===== src/rtl/interp_seq_if.sv =====
// Bus bundle between interp_seq and its surroundings: vertex input stream,
// external interpolator control/status, and the per-point output stream.
interface interp_seq_if;
    logic        v_stb;
    logic [10:0] v_x;
    logic [10:0] v_y;
    logic        v_last;
    logic        v_ack;

    logic [10:0] i_x1;
    logic [10:0] i_y1;
    logic [10:0] i_x2;
    logic [10:0] i_y2;
    logic        i_load;
    logic        i_ready;
    logic [10:0] i_x;
    logic [10:0] i_y;
    logic        i_finished;
    logic        i_next;

    logic        p_stb;
    logic [10:0] p_x;
    logic [10:0] p_y;
    logic        p_last;
    logic        p_ack;

    // The sequencer sits on the slave side of the vertex stream, but it
    // drives the interpolator controls and the point stream.
    modport slave (
        input  v_stb, v_x, v_y, v_last,
        input  i_ready, i_x, i_y, i_finished,
        input  p_ack,
        output v_ack,
        output i_x1, i_y1, i_x2, i_y2, i_load, i_next,
        output p_stb, p_x, p_y, p_last
    );

    modport master (
        output v_stb, v_x, v_y, v_last,
        output i_ready, i_x, i_y, i_finished,
        output p_ack,
        input  v_ack,
        input  i_x1, i_y1, i_x2, i_y2, i_load, i_next,
        input  p_stb, p_x, p_y, p_last
    );
endinterface


===== src/rtl/interp_seq.sv =====
// Polyline sequencer: walks a vertex stream segment by segment through an
// external interpolator and emits each integer point once on a strobe/ack stream.
module interp_seq (
    input  logic         clk,
    input  logic         rst,
    interp_seq_if.slave  bus,
    output logic         busy,
    output logic         err
);

    typedef enum logic [2:0] {
        ST_IDLE,
        ST_VERT,
        ST_LOAD,
        ST_WAIT0,
        ST_WAITR,
        ST_SKIP,
        ST_EMIT,
        ST_HOLD
    } state_t;

    state_t      state_q, state_d;

    logic [10:0] prev_x_q, prev_x_d;
    logic [10:0] prev_y_q, prev_y_d;
    logic        first_seg_q, first_seg_d;
    logic        last_seg_q, last_seg_d;
    logic        pt_fin_q, pt_fin_d;

    logic        p_stb_q, p_stb_d;
    logic [10:0] p_x_q, p_x_d;
    logic [10:0] p_y_q, p_y_d;
    logic        p_last_q, p_last_d;

    logic [10:0] i_x1_q, i_x1_d;
    logic [10:0] i_y1_q, i_y1_d;
    logic [10:0] i_x2_q, i_x2_d;
    logic [10:0] i_y2_q, i_y2_d;

    logic        err_q, err_d;

    logic        vert_take;
    logic        vert_ok;
    logic        emit_fire;
    logic        hold_done;

    // Handshake events shared by the next-state and datapath logic.
    assign vert_take = ((state_q == ST_IDLE) || (state_q == ST_VERT)) && bus.v_stb;
    assign vert_ok   = (bus.v_x > prev_x_q);
    assign emit_fire = (state_q == ST_EMIT) && bus.i_ready;
    assign hold_done = (state_q == ST_HOLD) && p_stb_q && bus.p_ack;

    always_ff @(posedge clk) begin
        if (rst) begin
            state_q <= ST_IDLE;
        end else begin
            state_q <= state_d;
        end
    end

    always_comb begin
        state_d = state_q;
        case (state_q)
            ST_IDLE: begin
                if (bus.v_stb) begin
                    state_d = ST_HOLD;
                end
            end
            ST_VERT: begin
                if (bus.v_stb) begin
                    if (vert_ok) begin
                        state_d = ST_LOAD;
                    end else if (bus.v_last) begin
                        state_d = ST_HOLD;
                    end
                end
            end
            ST_LOAD:  state_d = ST_WAIT0;
            // The divider ready flag may still reflect the previous segment here.
            ST_WAIT0: state_d = ST_WAITR;
            ST_WAITR: begin
                if (bus.i_ready) begin
                    state_d = ST_SKIP;
                end
            end
            ST_SKIP:  state_d = ST_EMIT;
            ST_EMIT: begin
                if (bus.i_ready) begin
                    state_d = ST_HOLD;
                end
            end
            ST_HOLD: begin
                if (hold_done) begin
                    if (p_last_q) begin
                        state_d = ST_IDLE;
                    end else if (pt_fin_q) begin
                        state_d = ST_VERT;
                    end else begin
                        state_d = ST_EMIT;
                    end
                end
            end
            default: state_d = ST_IDLE;
        endcase
    end

    always_comb begin
        prev_x_d    = prev_x_q;
        prev_y_d    = prev_y_q;
        first_seg_d = first_seg_q;
        last_seg_d  = last_seg_q;
        pt_fin_d    = pt_fin_q;
        p_stb_d     = p_stb_q;
        p_x_d       = p_x_q;
        p_y_d       = p_y_q;
        p_last_d    = p_last_q;
        i_x1_d      = i_x1_q;
        i_y1_d      = i_y1_q;
        i_x2_d      = i_x2_q;
        i_y2_d      = i_y2_q;
        err_d       = err_q;

        if (vert_take && (state_q == ST_IDLE)) begin
            prev_x_d    = bus.v_x;
            prev_y_d    = bus.v_y;
            p_x_d       = bus.v_x;
            p_y_d       = bus.v_y;
            p_last_d    = bus.v_last;
            p_stb_d     = 1'b1;
            pt_fin_d    = 1'b1;
            first_seg_d = !bus.v_last;
        end

        // A rejected closing vertex still terminates the polyline by re-emitting prev.
        if (vert_take && (state_q == ST_VERT)) begin
            if (vert_ok) begin
                i_x1_d     = prev_x_q;
                i_y1_d     = prev_y_q;
                i_x2_d     = bus.v_x;
                i_y2_d     = bus.v_y;
                prev_x_d   = bus.v_x;
                prev_y_d   = bus.v_y;
                last_seg_d = bus.v_last;
            end else begin
                err_d = 1'b1;
                if (bus.v_last) begin
                    p_x_d    = prev_x_q;
                    p_y_d    = prev_y_q;
                    p_last_d = 1'b1;
                    p_stb_d  = 1'b1;
                    pt_fin_d = 1'b1;
                end
            end
        end

        if (emit_fire) begin
            p_x_d    = bus.i_x;
            p_y_d    = bus.i_y;
            p_stb_d  = 1'b1;
            pt_fin_d = bus.i_finished;
            p_last_d = bus.i_finished && last_seg_q;
            if (bus.i_finished) begin
                first_seg_d = 1'b0;
            end
        end

        if (hold_done) begin
            p_stb_d = 1'b0;
        end
    end

    always_ff @(posedge clk) begin
        if (rst) begin
            prev_x_q    <= '0;
            prev_y_q    <= '0;
            first_seg_q <= 1'b0;
            last_seg_q  <= 1'b0;
            pt_fin_q    <= 1'b0;
            p_stb_q     <= 1'b0;
            p_x_q       <= '0;
            p_y_q       <= '0;
            p_last_q    <= 1'b0;
            i_x1_q      <= '0;
            i_y1_q      <= '0;
            i_x2_q      <= '0;
            i_y2_q      <= '0;
            err_q       <= 1'b0;
        end else begin
            prev_x_q    <= prev_x_d;
            prev_y_q    <= prev_y_d;
            first_seg_q <= first_seg_d;
            last_seg_q  <= last_seg_d;
            pt_fin_q    <= pt_fin_d;
            p_stb_q     <= p_stb_d;
            p_x_q       <= p_x_d;
            p_y_q       <= p_y_d;
            p_last_q    <= p_last_d;
            i_x1_q      <= i_x1_d;
            i_y1_q      <= i_y1_d;
            i_x2_q      <= i_x2_d;
            i_y2_q      <= i_y2_d;
            err_q       <= err_d;
        end
    end

    // SKIP always steps past the segment start, which was already emitted.
    always_comb begin
        bus.v_ack  = vert_take;
        bus.i_load = (state_q == ST_LOAD);
        bus.i_next = (state_q == ST_SKIP) || (emit_fire && !bus.i_finished);
        busy       = (state_q != ST_IDLE) || p_stb_q;
    end

    assign bus.p_stb  = p_stb_q;
    assign bus.p_x    = p_x_q;
    assign bus.p_y    = p_y_q;
    assign bus.p_last = p_last_q;
    assign bus.i_x1   = i_x1_q;
    assign bus.i_y1   = i_y1_q;
    assign bus.i_x2   = i_x2_q;
    assign bus.i_y2   = i_y2_q;
    assign err        = err_q;

    a_next_not_load : assert property (@(posedge clk) disable iff (rst)
        !(bus.i_next && bus.i_load));
    a_next_not_fin : assert property (@(posedge clk) disable iff (rst)
        !(bus.i_next && bus.i_finished));
    a_point_stable : assert property (@(posedge clk) disable iff (rst)
        (p_stb_q && !bus.p_ack) |=> (p_stb_q && $stable({p_x_q, p_y_q, p_last_q})));

endmodule


===== src/flat_wrapper.sv =====
// flat-port wrapper written by rule: the top's interface ports become plain ports
module interp_seq_flat 
  (clk, rst, busy, err, bus_v_stb, bus_v_x, bus_v_y, bus_v_last, bus_i_ready, bus_i_x, bus_i_y, bus_i_finished, bus_p_ack, bus_v_ack, bus_i_x1, bus_i_y1, bus_i_x2, bus_i_y2, bus_i_load, bus_i_next, bus_p_stb, bus_p_x, bus_p_y, bus_p_last);
  interp_seq_if bus_i ();
  input  logic clk;
  input  logic rst;
  output logic busy;
  output logic err;
  input wire logic [$bits(bus_i.v_stb)-1:0] bus_v_stb;
  input wire logic [$bits(bus_i.v_x)-1:0] bus_v_x;
  input wire logic [$bits(bus_i.v_y)-1:0] bus_v_y;
  input wire logic [$bits(bus_i.v_last)-1:0] bus_v_last;
  input wire logic [$bits(bus_i.i_ready)-1:0] bus_i_ready;
  input wire logic [$bits(bus_i.i_x)-1:0] bus_i_x;
  input wire logic [$bits(bus_i.i_y)-1:0] bus_i_y;
  input wire logic [$bits(bus_i.i_finished)-1:0] bus_i_finished;
  input wire logic [$bits(bus_i.p_ack)-1:0] bus_p_ack;
  output wire logic [$bits(bus_i.v_ack)-1:0] bus_v_ack;
  output wire logic [$bits(bus_i.i_x1)-1:0] bus_i_x1;
  output wire logic [$bits(bus_i.i_y1)-1:0] bus_i_y1;
  output wire logic [$bits(bus_i.i_x2)-1:0] bus_i_x2;
  output wire logic [$bits(bus_i.i_y2)-1:0] bus_i_y2;
  output wire logic [$bits(bus_i.i_load)-1:0] bus_i_load;
  output wire logic [$bits(bus_i.i_next)-1:0] bus_i_next;
  output wire logic [$bits(bus_i.p_stb)-1:0] bus_p_stb;
  output wire logic [$bits(bus_i.p_x)-1:0] bus_p_x;
  output wire logic [$bits(bus_i.p_y)-1:0] bus_p_y;
  output wire logic [$bits(bus_i.p_last)-1:0] bus_p_last;
  assign bus_i.v_stb = bus_v_stb;
  assign bus_i.v_x = bus_v_x;
  assign bus_i.v_y = bus_v_y;
  assign bus_i.v_last = bus_v_last;
  assign bus_i.i_ready = bus_i_ready;
  assign bus_i.i_x = bus_i_x;
  assign bus_i.i_y = bus_i_y;
  assign bus_i.i_finished = bus_i_finished;
  assign bus_i.p_ack = bus_p_ack;
  assign bus_v_ack = bus_i.v_ack;
  assign bus_i_x1 = bus_i.i_x1;
  assign bus_i_y1 = bus_i.i_y1;
  assign bus_i_x2 = bus_i.i_x2;
  assign bus_i_y2 = bus_i.i_y2;
  assign bus_i_load = bus_i.i_load;
  assign bus_i_next = bus_i.i_next;
  assign bus_p_stb = bus_i.p_stb;
  assign bus_p_x = bus_i.p_x;
  assign bus_p_y = bus_i.p_y;
  assign bus_p_last = bus_i.p_last;
  interp_seq u_core (.clk(clk), .rst(rst), .bus(bus_i), .busy(busy), .err(err));
endmodule

===== config.mk =====
export PLATFORM = sky130hd
export DESIGN_NAME = interp_seq_flat
export DESIGN_NICKNAME = d
export VERILOG_FILES = /design/src/rtl/interp_seq_if.sv /design/src/rtl/interp_seq.sv /design/src/flat_wrapper.sv
export SDC_FILE = /design/constraint.sdc
export NUM_CORES = 1
export LEC_CHECK = 0
export ABC_AREA = 1
export ABC_CLOCK_PERIOD_IN_PS = 2300
export BUFFER_PORTS_ARGS = -buffer_cell sky130_fd_sc_hd__buf_2
export CAP_MARGIN = 15
export CORE_ASPECT_RATIO = 0.7
export CORE_MARGIN = 2
export CORE_UTILIZATION = 45
export DETAILED_ROUTE_END_ITERATION = 10
export HOLD_SLACK_MARGIN = 0.12
export PLACE_DENSITY_LB_ADDON = 0.25
export SETUP_SLACK_MARGIN = 0.4
export SKIP_CTS_REPAIR_TIMING = 1
export SLEW_MARGIN = 10
export SYNTH_ARGS = -nofsm -noshare
export SYNTH_HDL_FRONTEND = slang
export SYNTH_SLANG_ARGS = --single-unit
export TNS_END_PERCENT = 50

===== constraint.sdc =====
create_clock -name clk -period 2.3 [get_ports clk]
set_input_delay 0.69 -clock clk [delete_from_list [all_inputs] [get_ports clk]]
set_output_delay 0.69 -clock clk [all_outputs]
set_load 0.02 [all_outputs]

Word level (Yosys, flattened, before mapping)
Index checks and enable logic that the tools add are counted.
Storage, ports and cells
  flip-flop bits (word level): 96
  logic and storage cells: 88
Operators by class
  equal/unequal tests: 13
  bitwise operators: 1
  reduce and logical (&&, ||, !) cells: 18
  multiplexer cells: 41
  magnitude comparators: 1
Operators by type and width (count)
  $mux 11: 16
  $mux 3: 9
  $pmux 3 s8: 1
  $mux 1: 15
  $eq 3x3->1 const B: 4
  $gt 11x11->1: 1
  $logic_and 1x1->1: 8
  $ne 2x2->1 const B: 4
  $eq 3x2->1 const B: 2
  $reduce_and 6->1: 1
  $reduce_and 2->1: 2
  $eq 3x1->1 const B: 1
  $logic_not 3->1: 1
  $logic_or 1x1->1: 3
  $ne 3x2->1 const B: 1
  $reduce_bool 3->1: 1
  $ne 2x1->1 const B: 1
  $reduce_or 2->1: 1
  $logic_not 1->1: 1
  $not 1->1: 1

Depth between registers and ports, before layout
Gate-level depths: netlist of the first run.
  depth after elaboration: 9
  mapped depth: 15

Least setup slack after synthesis of the first run
Ideal clock, no wire load.
  kind: input-to-reg
  from: in bus_v_x[10]
  to: reg u_core.p_x_q[5], in the netlist u_core.bus.p_x[5]
  slack: 0.155 ns
  arrival time: 2.036 ns
  buffers on the path: 1
  stages: 14
  setup time: 0.109 ns
  path through: ha_1 > nand2_1 > inv_1 > nand2_1 > inv_1 > nand2_1 > nand3_1 > nand2_2 > nand3_4 > buf_2 > nand2_1 > nand3_1 > nand2_1 > inv_1
On the way
  longest elaborated chain between the ends: 4
RTL lines
  start, declared: RTL line flat_wrapper.sv:10  | input wire logic [$bits(bus_i.v_x)-1:0] bus_v_x;
  $gt 11x11->1: RTL line interp_seq.sv:49  | assign vert_ok = (bus.v_x > prev_x_q);
  $mux 11: RTL line interp_seq.sv:136  | if (vert_ok) begin
  $mux 11: RTL line interp_seq.sv:135  | if (vert_take && (state_q == ST_VERT)) begin
  $mux 11: RTL line interp_seq.sv:156  | if (emit_fire) begin
  end signal, assigned: RTL line interp_seq.sv:195  | p_x_q <= p_x_d;
  end, declared: RTL line interp_seq.sv:31  | logic [10:0] p_x_q, p_x_d;
No other way between the ends.
A chain may end at the register's enable or synchronous reset.

Worst setup path after layout of the first run
  from: reg u_core.prev_x_q[10]
  to: reg u_core.p_x_q[3], in the netlist u_core.bus.p_x[3]
On the way
  longest elaborated chain between the ends: 4
RTL lines
  start, declared: RTL line interp_seq.sv:24  | logic [10:0] prev_x_q, prev_x_d;
  start signal, assigned: RTL line interp_seq.sv:189  | prev_x_q <= prev_x_d;
  $gt 11x11->1: RTL line interp_seq.sv:49
  $mux 11: RTL line interp_seq.sv:136
  $mux 11: RTL line interp_seq.sv:135
  $mux 11: RTL line interp_seq.sv:156
No other way between the ends.

==> results of run 1 <==
[final cells by class]
type                    instances  area [um2]  area share [%]
flip-flops and latches         96        1940            30.4
clock buffers                  12         246            3.87
repair buffers                156        1110            17.4
multi-input cells             418        2480            39.0
clock inverters                 4        53.8           0.844
well taps                     128         160            2.51
inverters                      99         382            5.99
[worst max-delay path: stages (launching register included)]
cell and delay, ps:
sky130_fd_sc_hd__dfxtp_4 380, sky130_fd_sc_hd__inv_4 50, sky130_fd_sc_hd__ha_4 270, sky130_fd_sc_hd__nand2_2 50
sky130_fd_sc_hd__inv_2 80, sky130_fd_sc_hd__nand2_2 80, sky130_fd_sc_hd__inv_2 60, sky130_fd_sc_hd__nand4_1 90
sky130_fd_sc_hd__buf_4 160, sky130_fd_sc_hd__nand2_4 100, sky130_fd_sc_hd__nand3_4 120, sky130_fd_sc_hd__buf_12 180
sky130_fd_sc_hd__nand2_1 50, sky130_fd_sc_hd__nand3_1 70, sky130_fd_sc_hd__nand2_1 90, sky130_fd_sc_hd__inv_1 40
[cells in the final DEF (no fill, tap or decap), drive strengths merged]
cell / instances
nand4: 25
nand3: 30
a21oi: 51
o22ai: 1
nand3b: 1
o21ai: 103
and3: 1
buf: 152
nand2: 151
dfxtp: 96
clkbuf: 16
clkinvlp: 2
nor2: 38
ha: 11
mux2i: 1
o21a: 1
inv: 99
clkinv: 1
a31oi: 2
nor3: 2
bufinv: 1
[final timing paths]
| kind | from | endpoint | slack, ps | cells past startpoint |
|---|---|---|---|---|
| min | u_core.bus.i_y1[5]$_SDFFE_PP0P_ | u_core.bus.i_y1[5]$_SDFFE_PP0P_ | 460 | 2 |
| min reg2reg | u_core.bus.i_y1[5]$_SDFFE_PP0P_ | u_core.bus.i_y1[5]$_SDFFE_PP0P_ | 460 | 2 |
| max reg2reg | u_core.prev_x_q[10]$_SDFF_PP0_ | u_core.bus.p_x[3]$_SDFF_PP0_ | 320 | 15 |
| max | u_core.prev_x_q[10]$_SDFF_PP0_ | u_core.bus.p_x[3]$_SDFF_PP0_ | 320 | 15 |
[logic make-up (layout without fill, tap and decap cells)]
kind of cell | Yosys count | in the layout | synth area share [%]
and+or+nand+nor | 248 | 248 | 24.2
AOI/OAI and AO/OA | 158 | 158 | 17.4
buffers and inverters | 141 | 271 | 13.2
DFF | 96 | 96 | 42.0
adders and majority gates | 11 | 11 | 3.01
muxes | 1 | 1 | 0.219
[power by group through the flow]
stage          clock (mW)  combinational [mW]  sequential [mW]
6_report             1.54                3.27             2.44
2_1_floorplan           0                1.75             2.65
4_1_cts              1.55                2.87             2.40
5_1_grt              1.62                3.59             2.48
3_3_place_gp            0                2.76             2.42
3_5_place_dp            0                2.85             2.43
[routing by layer]
metal  vias to the layer above  GRT usage [%]  wire, um
met5                         -              0         0
li1                       2355              -         -
met1                      2178           30.6      6210
met4                         0           8.17       223
met2                       164           38.9      6470
met3                        26           6.47       960
[per-stage QoR]
stage / setup WS, ps / utilization, %
6_report: 315 / 65.1
5_1_grt: 218 / 65.1
4_1_cts: 95.4 / 61.2
3_5_place_dp: -120 / 58.1
3_3_place_gp: -56.3 / 58.1
2_1_floorplan: 227 / -
[sequential cells by signal, indices dropped and copies added, names as in the netlist]
name and cells:
u_core.bus.i_x1 11, u_core.bus.i_x2 11, u_core.bus.i_y1 11, u_core.bus.i_y2 11, u_core.bus.p_last 1, u_core.bus.p_stb 1
u_core.bus.p_x 11, u_core.bus.p_y 11, u_core.err 1, u_core.last_seg_q 1, u_core.prev_x_q 11, u_core.prev_y_q 11
u_core.pt_fin_q 1, u_core.state_q 3
==> run_summary.xml, run 1 <==
<?xml version="1.0" encoding="UTF-8"?>
<metrics>
  <group name="global_routing">
    <metric name="grt_remaining_overflow" unit="">0</metric>
    <metric name="first_pass_grt_wire_length" unit="mm">20.9</metric>
    <metric name="vias_in_the_first_global_route" unit="">4258</metric>
    <metric name="number_of_antenna_violations_at_the_first_check_in_global_routing" unit="">0</metric>
    <metric name="gr-usage-all-layers" unit="%">23.7</metric>
    <metric name="grt_max_degree" unit="">59</metric>
  </group>
  <group name="synthesis">
    <metric name="post_synth_main_area_contributors" unit="">sky130_fd_sc_hd__dfxtp_1 (42%), sky130_fd_sc_hd__nand2_1 (12%), sky130_fd_sc_hd__o21ai_0 (8.1%), sky130_fd_sc_hd__inv_1 (7.7%), sky130_fd_sc_hd__a21oi_1 (5.6%)</metric>
    <metric name="synth.top_cell.area_share" unit="%">42.0</metric>
    <metric name="synth_edf_count" unit="">0</metric>
    <metric name="synth_flop_cell" unit="">sky130_fd_sc_hd__dfxtp_1</metric>
    <metric name="yosys.cell_count.top_type" unit="">sky130_fd_sc_hd__nand2_1</metric>
    <metric name="post_synth_instance_area" unit="mm2">0.00458</metric>
    <metric name="synth_fp_nets" unit="">717</metric>
    <metric name="synth_warnings" unit="">0</metric>
    <metric name="postSynthAreaPerCell" unit="um2">6.99</metric>
    <metric name="postSynth.asyncResetShare" unit="%">0</metric>
    <metric name="synth_seq_area_share" unit="%">42.0</metric>
    <metric name="synth.distinct_cells" unit="">29</metric>
    <metric name="post-synth-top-area-cell" unit="">sky130_fd_sc_hd__dfxtp_1</metric>
    <metric name="syn_inst" unit="">655</metric>
    <metric name="yosys_register_bits" unit="">96</metric>
    <metric name="yosys-top-cells-count" unit="">sky130_fd_sc_hd__nand2_1 (148), sky130_fd_sc_hd__dfxtp_1 (96), sky130_fd_sc_hd__inv_1 (94)</metric>
  </group>
  <group name="timing">
    <metric name="setup_viol" unit="">0</metric>
    <metric name="finalHoldWorstSlack" unit="ps">462</metric>
    <metric name="worst_slew_pin_slew" unit="ps">535</metric>
    <metric name="maxSlewHeadroom" unit="%">64.4</metric>
    <metric name="clock-skew-final" unit="ps">9.22</metric>
    <metric name="final-hold-violation-count" unit="">0</metric>
    <metric name="slew_viol_final" unit="">0</metric>
    <metric name="timing.setup.tns" unit="ps">0</metric>
    <metric name="rsz_0062_raised_after_global_routing" unit="">yes</metric>
    <metric name="post-route-period-util" unit="%">86.3</metric>
    <metric name="timing.fmax" unit="MHz">504</metric>
    <metric name="layout_min_cycle_time" unit="ps">1980</metric>
  </group>
  <group name="critical_path">
    <metric name="timing.critical_path.required" unit="ps">2550</metric>
    <metric name="crit_type" unit="">reg -&gt; reg</metric>
    <metric name="startpoint_type" unit="">flop</metric>
    <metric name="timing.critical_path.fanout_max" unit="">12</metric>
    <metric name="worst_ep_arrival_time" unit="ps">2240</metric>
    <metric name="critPathCaptureType" unit="">flop</metric>
  </group>
  <group name="drt">
    <metric name="drt-pass1-iter-count" unit="">5</metric>
    <metric name="ant_nets" unit="">0</metric>
    <metric name="first_drt_iteration_drcs" unit="">301</metric>
    <metric name="num_vias" unit="">4723</metric>
    <metric name="route.detailed.drc" unit="">0</metric>
    <metric name="routed_wirelength" unit="mm">13.9</metric>
    <metric name="routedWlPerCell" unit="um">15.2</metric>
    <metric name="vias_per_cell" unit="">5.17</metric>
  </group>
  <group name="cts">
    <metric name="clockRootBuffer" unit="">sky130_fd_sc_hd__clkbuf_16</metric>
    <metric name="clk_transition_reported_paths" unit="ps">70</metric>
    <metric name="h-tree-depth" unit="">3</metric>
    <metric name="cts_num_sinks" unit="">96</metric>
    <metric name="cts_tree" unit="">done</metric>
    <metric name="clk_path_buf_depth" unit="">2</metric>
    <metric name="clk-insertion-delay-late" unit="ps">360</metric>
    <metric name="cts_made_buffers" unit="">9</metric>
  </group>
  <group name="power">
    <metric name="combPwrFrac" unit="%">45.1</metric>
    <metric name="p_sw" unit="mW">2.95</metric>
    <metric name="seq_power_share" unit="%">33.6</metric>
    <metric name="clock_power_share" unit="%">21.3</metric>
    <metric name="fin_total_pwr" unit="mW">7.25</metric>
    <metric name="cellInternalPower" unit="mW">4.30</metric>
    <metric name="pwr_density_cell" unit="mW/mm2">1140</metric>
    <metric name="switching_part_of_the_total_power" unit="%">40.7</metric>
    <metric name="power.leakage" unit="nW">3.15</metric>
    <metric name="peakVddDrop" unit="mV">0.570</metric>
  </group>
  <group name="die">
    <metric name="die_area" unit="mm2">0.0110</metric>
    <metric name="core_area" unit="mm2">0.00980</metric>
    <metric name="die_x" unit="um">125</metric>
    <metric name="site_row_count" unit="">30</metric>
    <metric name="floorplan.initialDensity" unit="%">46.7</metric>
    <metric name="chipHeight" unit="um">88.4</metric>
    <metric name="num_io_pins" unit="">124</metric>
  </group>
  <group name="finish">
    <metric name="final_net_count" unit="">842</metric>
    <metric name="final_cell_count_no_fill" unit="">913</metric>
    <metric name="drive_above_1_share" unit="%">35.9</metric>
    <metric name="antenna-diode-count" unit="">0</metric>
    <metric name="synthToLayoutAreaGrowth" unit="%">39.3</metric>
    <metric name="final.fill_count" unit="">846</metric>
    <metric name="final_design_area_no_fill" unit="mm2">0.00637</metric>
  </group>
  <group name="placement">
    <metric name="placed_area" unit="mm2">0.00569</metric>
    <metric name="hpwl" unit="mm">9.36</metric>
    <metric name="gp_routability_congestion" unit="">0.925</metric>
    <metric name="io_buffers" unit="">123</metric>
    <metric name="placed_cells_incl_taps" unit="">886</metric>
  </group>
  <group name="status">
    <metric name="run_status" unit="">finished, final reports clean</metric>
  </group>
  <group name="worst_hold_path">
    <metric name="hold_class" unit="">reg -&gt; reg</metric>
  </group>
  <group name="job">
    <metric name="max-cap-violations" unit="">0</metric>
  </group>
</metrics>
Power figures use the tool's default switching activity.
==> run 2: changes to the inputs <==
CORE_UTILIZATION = 40   (was 45)
==> run 2 against run 1 <==
Final cell count increased by 3.1%. Flip-flop and latch count unchanged. First-iteration DRC count decreased by 13%. Largest cell class unchanged. Clock skew decreased by 1.3 ps. Sequential share of layout area decreased by 0.70 points. Worst setup slack got worse by 94 ps. Design area increased by 2.2%.
==> run_summary.xml, run 2 (synthesis results as in run 1) <==
<?xml version="1.0" encoding="UTF-8"?>
<metrics>
  <group name="timing">
    <metric name="rsz_0062_raised_after_global_routing" unit="">yes</metric>
    <metric name="finalHoldWorstSlack" unit="ps">463</metric>
    <metric name="setup_viol" unit="">0</metric>
    <metric name="clock-skew-final" unit="ps">7.96</metric>
    <metric name="maxSlewHeadroom" unit="%">61.2</metric>
    <metric name="timing.fmax" unit="MHz">481</metric>
    <metric name="layout_min_cycle_time" unit="ps">2080</metric>
    <metric name="final-hold-violation-count" unit="">0</metric>
    <metric name="slew_viol_final" unit="">0</metric>
    <metric name="post-route-period-util" unit="%">90.4</metric>
    <metric name="worst_slew_pin_slew" unit="ps">581</metric>
  </group>
  <group name="critical_path">
    <metric name="timing.rr.start" unit="">u_core.prev_x_q[9]$_SDFF_PP0_</metric>
    <metric name="cp_top_family" unit="">simple AND/OR/NAND/NOR gates</metric>
    <metric name="r2r.worst_path.cells" unit="">14</metric>
    <metric name="startpoint_type" unit="">input pin</metric>
    <metric name="timing.critical_path.required" unit="ps">2550</metric>
    <metric name="worst_path_max_delay_cell" unit="">sky130_fd_sc_hd__ha_4</metric>
    <metric name="cp_slowest_stage_delay" unit="ps">260</metric>
    <metric name="crit_type" unit="">in -&gt; reg</metric>
    <metric name="timing.critical_path.fanout_max" unit="">8</metric>
    <metric name="worst_ep_arrival_time" unit="ps">2330</metric>
    <metric name="critPathCaptureType" unit="">flop</metric>
    <metric name="worstPathBufferInverterCount" unit="">5</metric>
    <metric name="critical_path_startpoint" unit="">bus_v_x[10]</metric>
    <metric name="timing.rr.end" unit="">u_core.bus.p_x[9]$_SDFF_PP0_</metric>
    <metric name="crit_path_cell_trace" unit="">buf_6 &gt; ha_4 &gt; nand2_2 &gt; inv_2 &gt; nand2_4 &gt; inv_2 &gt; nand4_1 &gt; nand2_4 &gt; nand3_4 &gt; clkbuf_16 &gt; nand2_2 &gt; nand3_2 &gt; nand2_1 &gt; inv_1</metric>
    <metric name="ff2ff_setup_slack" unit="ps">240</metric>
  </group>
  <group name="finish">
    <metric name="final.fill_count" unit="">995</metric>
    <metric name="multi_input_area" unit="mm2">0.00256</metric>
    <metric name="mostFrequentLayoutCell" unit="">sky130_fd_sc_hd__nand2_1</metric>
    <metric name="synthToLayoutAreaGrowth" unit="%">42.4</metric>
    <metric name="ff_latch_area" unit="mm2">0.00194</metric>
    <metric name="final_design_area_no_fill" unit="mm2">0.00652</metric>
    <metric name="final_net_count" unit="">846</metric>
    <metric name="highest_count_cells_in_the_layout_ignoring_fill_and_taps" unit="">sky130_fd_sc_hd__nand2_1 (121), sky130_fd_sc_hd__buf_2 (119), sky130_fd_sc_hd__dfxtp_1 (87), sky130_fd_sc_hd__inv_1 (86), sky130_fd_sc_hd__o21ai_0 (42)</metric>
    <metric name="drive_above_1_share" unit="%">38.8</metric>
    <metric name="antenna-diode-count" unit="">0</metric>
  </group>
  <group name="power">
    <metric name="pwr_density_cell" unit="mW/mm2">1120</metric>
    <metric name="power.leakage" unit="nW">3.26</metric>
    <metric name="peakVddDrop" unit="mV">0.484</metric>
  </group>
  <group name="global_routing">
    <metric name="number_of_antenna_violations_at_the_first_check_in_global_routing" unit="">0</metric>
    <metric name="grt_remaining_overflow" unit="">0</metric>
    <metric name="vias_in_the_first_global_route" unit="">4255</metric>
    <metric name="first_pass_grt_wire_length" unit="mm">20.8</metric>
    <metric name="grt_max_degree" unit="">50</metric>
    <metric name="gr-usage-all-layers" unit="%">21.1</metric>
  </group>
  <group name="placement">
    <metric name="placed_area" unit="mm2">0.00573</metric>
    <metric name="hpwl" unit="mm">9.49</metric>
    <metric name="gp_routability_congestion" unit="">0.843</metric>
    <metric name="io_buffers" unit="">123</metric>
  </group>
  <group name="drt">
    <metric name="ant_nets" unit="">0</metric>
    <metric name="routed_wirelength" unit="mm">14.3</metric>
    <metric name="route.detailed.drc" unit="">0</metric>
    <metric name="vias_per_cell" unit="">5.11</metric>
    <metric name="first_drt_iteration_drcs" unit="">262</metric>
    <metric name="num_vias" unit="">4809</metric>
    <metric name="routedWlPerCell" unit="um">15.2</metric>
    <metric name="drt-pass1-iter-count" unit="">5</metric>
  </group>
  <group name="cts">
    <metric name="cts_tree" unit="">done</metric>
    <metric name="cts_made_buffers" unit="">9</metric>
    <metric name="h-tree-depth" unit="">3</metric>
    <metric name="clk-insertion-delay-late" unit="ps">340</metric>
    <metric name="clk_path_buf_depth" unit="">2</metric>
    <metric name="clk_transition_reported_paths" unit="ps">70</metric>
    <metric name="clockRootBuffer" unit="">sky130_fd_sc_hd__clkbuf_16</metric>
    <metric name="cts_num_sinks" unit="">96</metric>
  </group>
  <group name="die">
    <metric name="core_area" unit="mm2">0.0111</metric>
    <metric name="die_x" unit="um">132</metric>
    <metric name="num_io_pins" unit="">124</metric>
    <metric name="site_row_count" unit="">32</metric>
    <metric name="chipHeight" unit="um">93.5</metric>
    <metric name="floorplan.initialDensity" unit="%">41.3</metric>
    <metric name="die_area" unit="mm2">0.0123</metric>
  </group>
  <group name="worst_hold_path">
    <metric name="worstHoldStart" unit="">u_core.bus.i_y1[7]$_SDFFE_PP0P_</metric>
    <metric name="hold_class" unit="">reg -&gt; reg</metric>
    <metric name="min_delay_worst_endpoint" unit="">u_core.bus.i_y1[7]$_SDFFE_PP0P_</metric>
    <metric name="min_delay_path_depth" unit="">2</metric>
  </group>
  <group name="job">
    <metric name="max-cap-violations" unit="">0</metric>
  </group>
  <group name="status">
    <metric name="run_status" unit="">finished, final reports clean</metric>
  </group>
</metrics>
[run 2: cell types whose count changed in the layout (fill, tap and decap cells not counted), moves of 3 or more]
cell	previous run	this run
sky130_fd_sc_hd__nand2_1	135	121
sky130_fd_sc_hd__nand3_2	4	12
sky130_fd_sc_hd__nand3_1	21	14
sky130_fd_sc_hd__clkbuf_16	13	16
sky130_fd_sc_hd__buf_12	12	8
sky130_fd_sc_hd__clkinv_2	0	3
sky130_fd_sc_hd__nand2_2	10	19
sky130_fd_sc_hd__nand2_4	5	10
sky130_fd_sc_hd__o21ai_0	48	42
sky130_fd_sc_hd__o21ai_1	33	38
sky130_fd_sc_hd__buf_6	3	8
[run 2: worst reg2reg max path: stages (launching register included)]
cell                        delay [ps]
sky130_fd_sc_hd__dfxtp_2           340
sky130_fd_sc_hd__inv_1              80
sky130_fd_sc_hd__ha_4              270
sky130_fd_sc_hd__nand2_2            40
sky130_fd_sc_hd__inv_2              70
sky130_fd_sc_hd__nand2_4            50
sky130_fd_sc_hd__inv_2              60
sky130_fd_sc_hd__nand4_1           220
sky130_fd_sc_hd__nand2_4           190
sky130_fd_sc_hd__nand3_4           150
sky130_fd_sc_hd__clkbuf_16         230
sky130_fd_sc_hd__nand2_2            70
sky130_fd_sc_hd__nand3_2            60
sky130_fd_sc_hd__nand2_1            90
sky130_fd_sc_hd__inv_1              40
[run 2: worst max-delay path by stage]
stage                                           to  cells past startpoint
finish                u_core.bus.p_x[9]$_SDFF_PP0_                     14
global route          u_core.bus.p_y[9]$_SDFF_PP0_                     14
CTS                                     bus_i_next                      5
detailed placement  u_core.state_q[2]$_SDFFE_PP0P_                     14
global placement    u_core.state_q[2]$_SDFFE_PP0P_                     14
floorplan             u_core.bus.p_x[5]$_SDFF_PP0_                     13
[run 2: layer usage]
metal	global-route usage [%]	routed length [um]	vias up	share of wire, %
met5	0	0	-	0
met4	4.89	180	0	1.3
met3	5.58	960	17	6.7
met2	34.3	6610	164	46
met1	28.2	6570	2262	46
li1	-	-	2366	-
[run 2: final cells by class]
type,count,share of cell area [%]
tap,153,2.94
timing repair buffer,160,17.7
sequential,96,29.7
inverter,99,5.89
clock inverter,4,0.691
clock buffer,11,3.72
multi-input combinational,418,39.3
[run 2: per-stage QoR]
| stage | power (mW) | setup slack (ps) | TNS [ps] | cells | util, % |
|---|---|---|---|---|---|
| 2_1_floorplan | 4.40 | 227 | 0 | 655 | - |
| 3_3_place_gp | 5.20 | -57.5 | -1210 | 917 | 51.7 |
| 3_5_place_dp | 5.27 | -95.8 | -3750 | 917 | 51.7 |
| 4_1_cts | 6.77 | 115 | 0 | 932 | 54.3 |
| 5_1_grt | 7.74 | 128 | 0 | 941 | 58.8 |
| 6_report | 7.30 | 221 | 0 | 941 | 58.8 |
[run 2: power by group]
part | total, mW | switching [mW] | internal (mW)
combinational | 3.37 | 2.00 | 1.37
clock | 1.49 | 0.627 | 0.861
sequential | 2.44 | 0.338 | 2.10
total | 7.30 | 2.97 | 4.33
==> run 3: changes to the inputs <==
CORE_UTILIZATION = 53   (was 40)
==> run 3 against run 2 <==
Clock power rose by 6%. Worst hold slack worse by 0.79 ps. Via count is 6.6% higher. Clock skew about the same. Final cell count is 4.3% lower. Sequential power up 2%. Register-to-register slack worse by 50 ps. First-iteration DRC count grew 110%. Sequential share of layout area shrank 0.57 points.
==> run_summary.xml, run 3 (synthesis results as in run 1) <==
<?xml version="1.0" encoding="UTF-8"?>
<metrics>
  <group name="finish">
    <metric name="final_design_area_no_fill" unit="mm2">0.00666</metric>
    <metric name="multi_input_area" unit="mm2">0.00263</metric>
    <metric name="drive_above_1_share" unit="%">42.8</metric>
    <metric name="antenna-diode-count" unit="">0</metric>
    <metric name="highest_count_cells_in_the_layout_ignoring_fill_and_taps" unit="">sky130_fd_sc_hd__buf_2 (120), sky130_fd_sc_hd__nand2_1 (116), sky130_fd_sc_hd__inv_1 (85), sky130_fd_sc_hd__dfxtp_1 (85), sky130_fd_sc_hd__o21ai_2 (41)</metric>
    <metric name="fin_util" unit="%">79.2</metric>
    <metric name="final_net_count" unit="">854</metric>
    <metric name="final.fill_count" unit="">536</metric>
    <metric name="synthToLayoutAreaGrowth" unit="%">45.6</metric>
    <metric name="ff_latch_area" unit="mm2">0.00194</metric>
    <metric name="mostFrequentLayoutCell" unit="">sky130_fd_sc_hd__buf_2</metric>
  </group>
  <group name="global_routing">
    <metric name="number_of_antenna_violations_at_the_first_check_in_global_routing" unit="">0</metric>
    <metric name="gr-usage-all-layers" unit="%">28.2</metric>
    <metric name="grt_max_degree" unit="">50</metric>
    <metric name="first_pass_grt_wire_length" unit="mm">20.6</metric>
    <metric name="vias_in_the_first_global_route" unit="">4349</metric>
    <metric name="grt_remaining_overflow" unit="">0</metric>
  </group>
  <group name="drt">
    <metric name="vias_per_cell" unit="">5.69</metric>
    <metric name="routed_wirelength" unit="mm">15.7</metric>
    <metric name="routedWlPerCell" unit="um">17.4</metric>
    <metric name="drt-pass1-iter-count" unit="">5</metric>
    <metric name="first_drt_iteration_drcs" unit="">539</metric>
    <metric name="route.detailed.drc" unit="">0</metric>
    <metric name="ant_nets" unit="">0</metric>
    <metric name="num_vias" unit="">5125</metric>
  </group>
  <group name="power">
    <metric name="combPwrFrac" unit="%">47.6</metric>
    <metric name="seq_power_share" unit="%">32.1</metric>
    <metric name="switching_part_of_the_total_power" unit="%">41.1</metric>
    <metric name="pwr_density_cell" unit="mW/mm2">1160</metric>
    <metric name="peakVddDrop" unit="mV">0.605</metric>
    <metric name="p_sw" unit="mW">3.19</metric>
    <metric name="clock_power_share" unit="%">20.4</metric>
    <metric name="cellInternalPower" unit="mW">4.57</metric>
    <metric name="power.leakage" unit="nW">3.30</metric>
  </group>
  <group name="placement">
    <metric name="hpwl" unit="mm">9.17</metric>
    <metric name="placed_area" unit="mm2">0.00568</metric>
    <metric name="dp_worst_setup_slack" unit="ps">-119</metric>
    <metric name="gp_routability_congestion" unit="">0.839</metric>
    <metric name="io_buffers" unit="">123</metric>
  </group>
  <group name="critical_path">
    <metric name="critical_path_startpoint" unit="">bus_v_x[4]</metric>
    <metric name="cp_slowest_stage_delay" unit="ps">270</metric>
    <metric name="worst_ep_arrival_time" unit="ps">2360</metric>
    <metric name="cp_top_family" unit="">simple AND/OR/NAND/NOR gates</metric>
    <metric name="timing.rr.start" unit="">u_core.prev_x_q[4]$_SDFF_PP0_</metric>
    <metric name="r2r.worst_path.cells" unit="">14</metric>
    <metric name="cp.depth" unit="">14</metric>
    <metric name="timing.rr.end" unit="">u_core.prev_x_q[5]$_SDFF_PP0_</metric>
    <metric name="cp-endpoint" unit="">u_core.prev_x_q[5]$_SDFF_PP0_</metric>
    <metric name="crit_type" unit="">in -&gt; reg</metric>
    <metric name="startpoint_type" unit="">input pin</metric>
    <metric name="ff2ff_setup_slack" unit="ps">190</metric>
    <metric name="crit_path_cell_trace" unit="">buf_2 &gt; ha_4 &gt; nand2_1 &gt; nand2_1 &gt; nand2_1 &gt; nand2_1 &gt; nand2_1 &gt; nand3_2 &gt; nand3_4 &gt; nand2_8 &gt; clkbuf_16 &gt; nand2_2 &gt; o21ai_1 &gt; nor2_1</metric>
    <metric name="worst_path_max_delay_cell" unit="">sky130_fd_sc_hd__ha_4</metric>
    <metric name="timing.critical_path.required" unit="ps">2520</metric>
    <metric name="cp_common_cell" unit="">sky130_fd_sc_hd__nand2_1</metric>
    <metric name="timing.critical_path.fanout_max" unit="">7</metric>
    <metric name="worstPathBufferInverterCount" unit="">2</metric>
    <metric name="critPathCaptureType" unit="">flop</metric>
  </group>
  <group name="die">
    <metric name="num_io_pins" unit="">124</metric>
    <metric name="die_area" unit="mm2">0.00941</metric>
    <metric name="core_area" unit="mm2">0.00841</metric>
    <metric name="die_x" unit="um">115</metric>
    <metric name="chipHeight" unit="um">81.8</metric>
    <metric name="floorplan.initialDensity" unit="%">54.4</metric>
    <metric name="site_row_count" unit="">28</metric>
  </group>
  <group name="cts">
    <metric name="clk-insertion-delay-late" unit="ps">350</metric>
    <metric name="cts_made_buffers" unit="">9</metric>
    <metric name="h-tree-depth" unit="">3</metric>
    <metric name="clk_transition_reported_paths" unit="ps">60</metric>
    <metric name="cts_num_sinks" unit="">96</metric>
    <metric name="cts_tree" unit="">done</metric>
    <metric name="clockRootBuffer" unit="">sky130_fd_sc_hd__clkbuf_16</metric>
    <metric name="clk_path_buf_depth" unit="">2</metric>
  </group>
  <group name="timing">
    <metric name="setup_viol" unit="">0</metric>
    <metric name="rsz_0062_raised_after_global_routing" unit="">yes</metric>
    <metric name="final-hold-violation-count" unit="">0</metric>
    <metric name="finalHoldWorstSlack" unit="ps">463</metric>
    <metric name="timing.setup.tns" unit="ps">0</metric>
    <metric name="layout_min_cycle_time" unit="ps">2140</metric>
    <metric name="maxSlewHeadroom" unit="%">62.7</metric>
    <metric name="postLayoutSetupSlackWorst" unit="ps">158</metric>
    <metric name="clock-skew-final" unit="ps">8.08</metric>
    <metric name="worst_slew_pin_slew" unit="ps">560</metric>
    <metric name="slew_viol_final" unit="">0</metric>
    <metric name="post-route-period-util" unit="%">93.1</metric>
    <metric name="timing.fmax" unit="MHz">467</metric>
  </group>
  <group name="worst_hold_path">
    <metric name="hold_class" unit="">reg -&gt; reg</metric>
    <metric name="worstHoldStart" unit="">u_core.bus.i_y1[5]$_SDFFE_PP0P_</metric>
  </group>
  <group name="status">
    <metric name="run_status" unit="">finished, final reports clean</metric>
  </group>
  <group name="job">
    <metric name="max-cap-violations" unit="">0</metric>
  </group>
</metrics>
[run 3: cell types whose count changed in the layout (fill, tap and decap cells not counted), sizes merged]
cell	before	now
buf	153	158
bufinv	1	2
clkbuf	18	20
clkinv	4	3
inv	98	99
[run 3: worst register-to-register path, cell delays in order, from the launching register on]
cell                        delay [ps]
sky130_fd_sc_hd__dfxtp_2           340
sky130_fd_sc_hd__inv_1              80
sky130_fd_sc_hd__ha_4              280
sky130_fd_sc_hd__nand2_1            50
sky130_fd_sc_hd__nand2_1            80
sky130_fd_sc_hd__nand2_1            60
sky130_fd_sc_hd__nand2_1            90
sky130_fd_sc_hd__nand2_1            80
sky130_fd_sc_hd__nand3_2           120
sky130_fd_sc_hd__nand3_4           200
sky130_fd_sc_hd__nand2_8           220
sky130_fd_sc_hd__clkbuf_16         180
sky130_fd_sc_hd__nand2_2            50
sky130_fd_sc_hd__o21ai_1            80
sky130_fd_sc_hd__nor2_1             60
[run 3: power by group through the flow]
| stage | clock network [mW] | logic (mW) | registers, mW |
|---|---|---|---|
| after floorplan | 0 | 1.75 | 2.65 |
| after global placement | 0 | 2.75 | 2.41 |
| after detailed placement | 0 | 2.84 | 2.43 |
| after CTS | 1.59 | 2.86 | 2.40 |
| after global routing | 1.66 | 3.97 | 2.53 |
| final | 1.58 | 3.69 | 2.49 |
[run 3: worst min path at each step]
stage	endpoint	cells past startpoint
2_1_floorplan	u_core.last_seg_q$_SDFFE_PP0P_	2
3_3_place_gp	u_core.last_seg_q$_SDFFE_PP0P_	2
3_5_place_dp	u_core.bus.i_y1[5]$_SDFFE_PP0P_	2
4_1_cts	u_core.bus.i_y1[5]$_SDFFE_PP0P_	2
5_1_grt	u_core.bus.i_y1[5]$_SDFFE_PP0P_	2
6_report	u_core.bus.i_y1[5]$_SDFFE_PP0P_	2
[run 3: metal layers]
layer	GRT usage (%)	vias to the layer above	routed length, um
li1	-	2387	-
met1	36.5	2357	6300
met2	46.6	329	7350
met3	6.27	52	1580
met4	10.2	0	450
met5	0	-	0
[run 3: final cells by class]
| cell class | count | area share, % |
|---|---|---|
| multi-input combinational | 418 | 39.5 |
| sequential | 96 | 29.1 |
| timing repair buffer | 167 | 18.9 |
| inverter | 99 | 5.80 |
| clock buffer | 11 | 3.49 |
| tap | 105 | 1.97 |
| clock inverter | 4 | 1.05 |
| timing repair inverter | 1 | 0.131 |
[run 3: stage by stage]
stage                     cells  total power [mW]
after floorplan             655              4.40
after global placement      868              5.15
after detailed placement    868              5.26
after CTS                   883              6.85
after global routing        901              8.15
final                       901              7.76
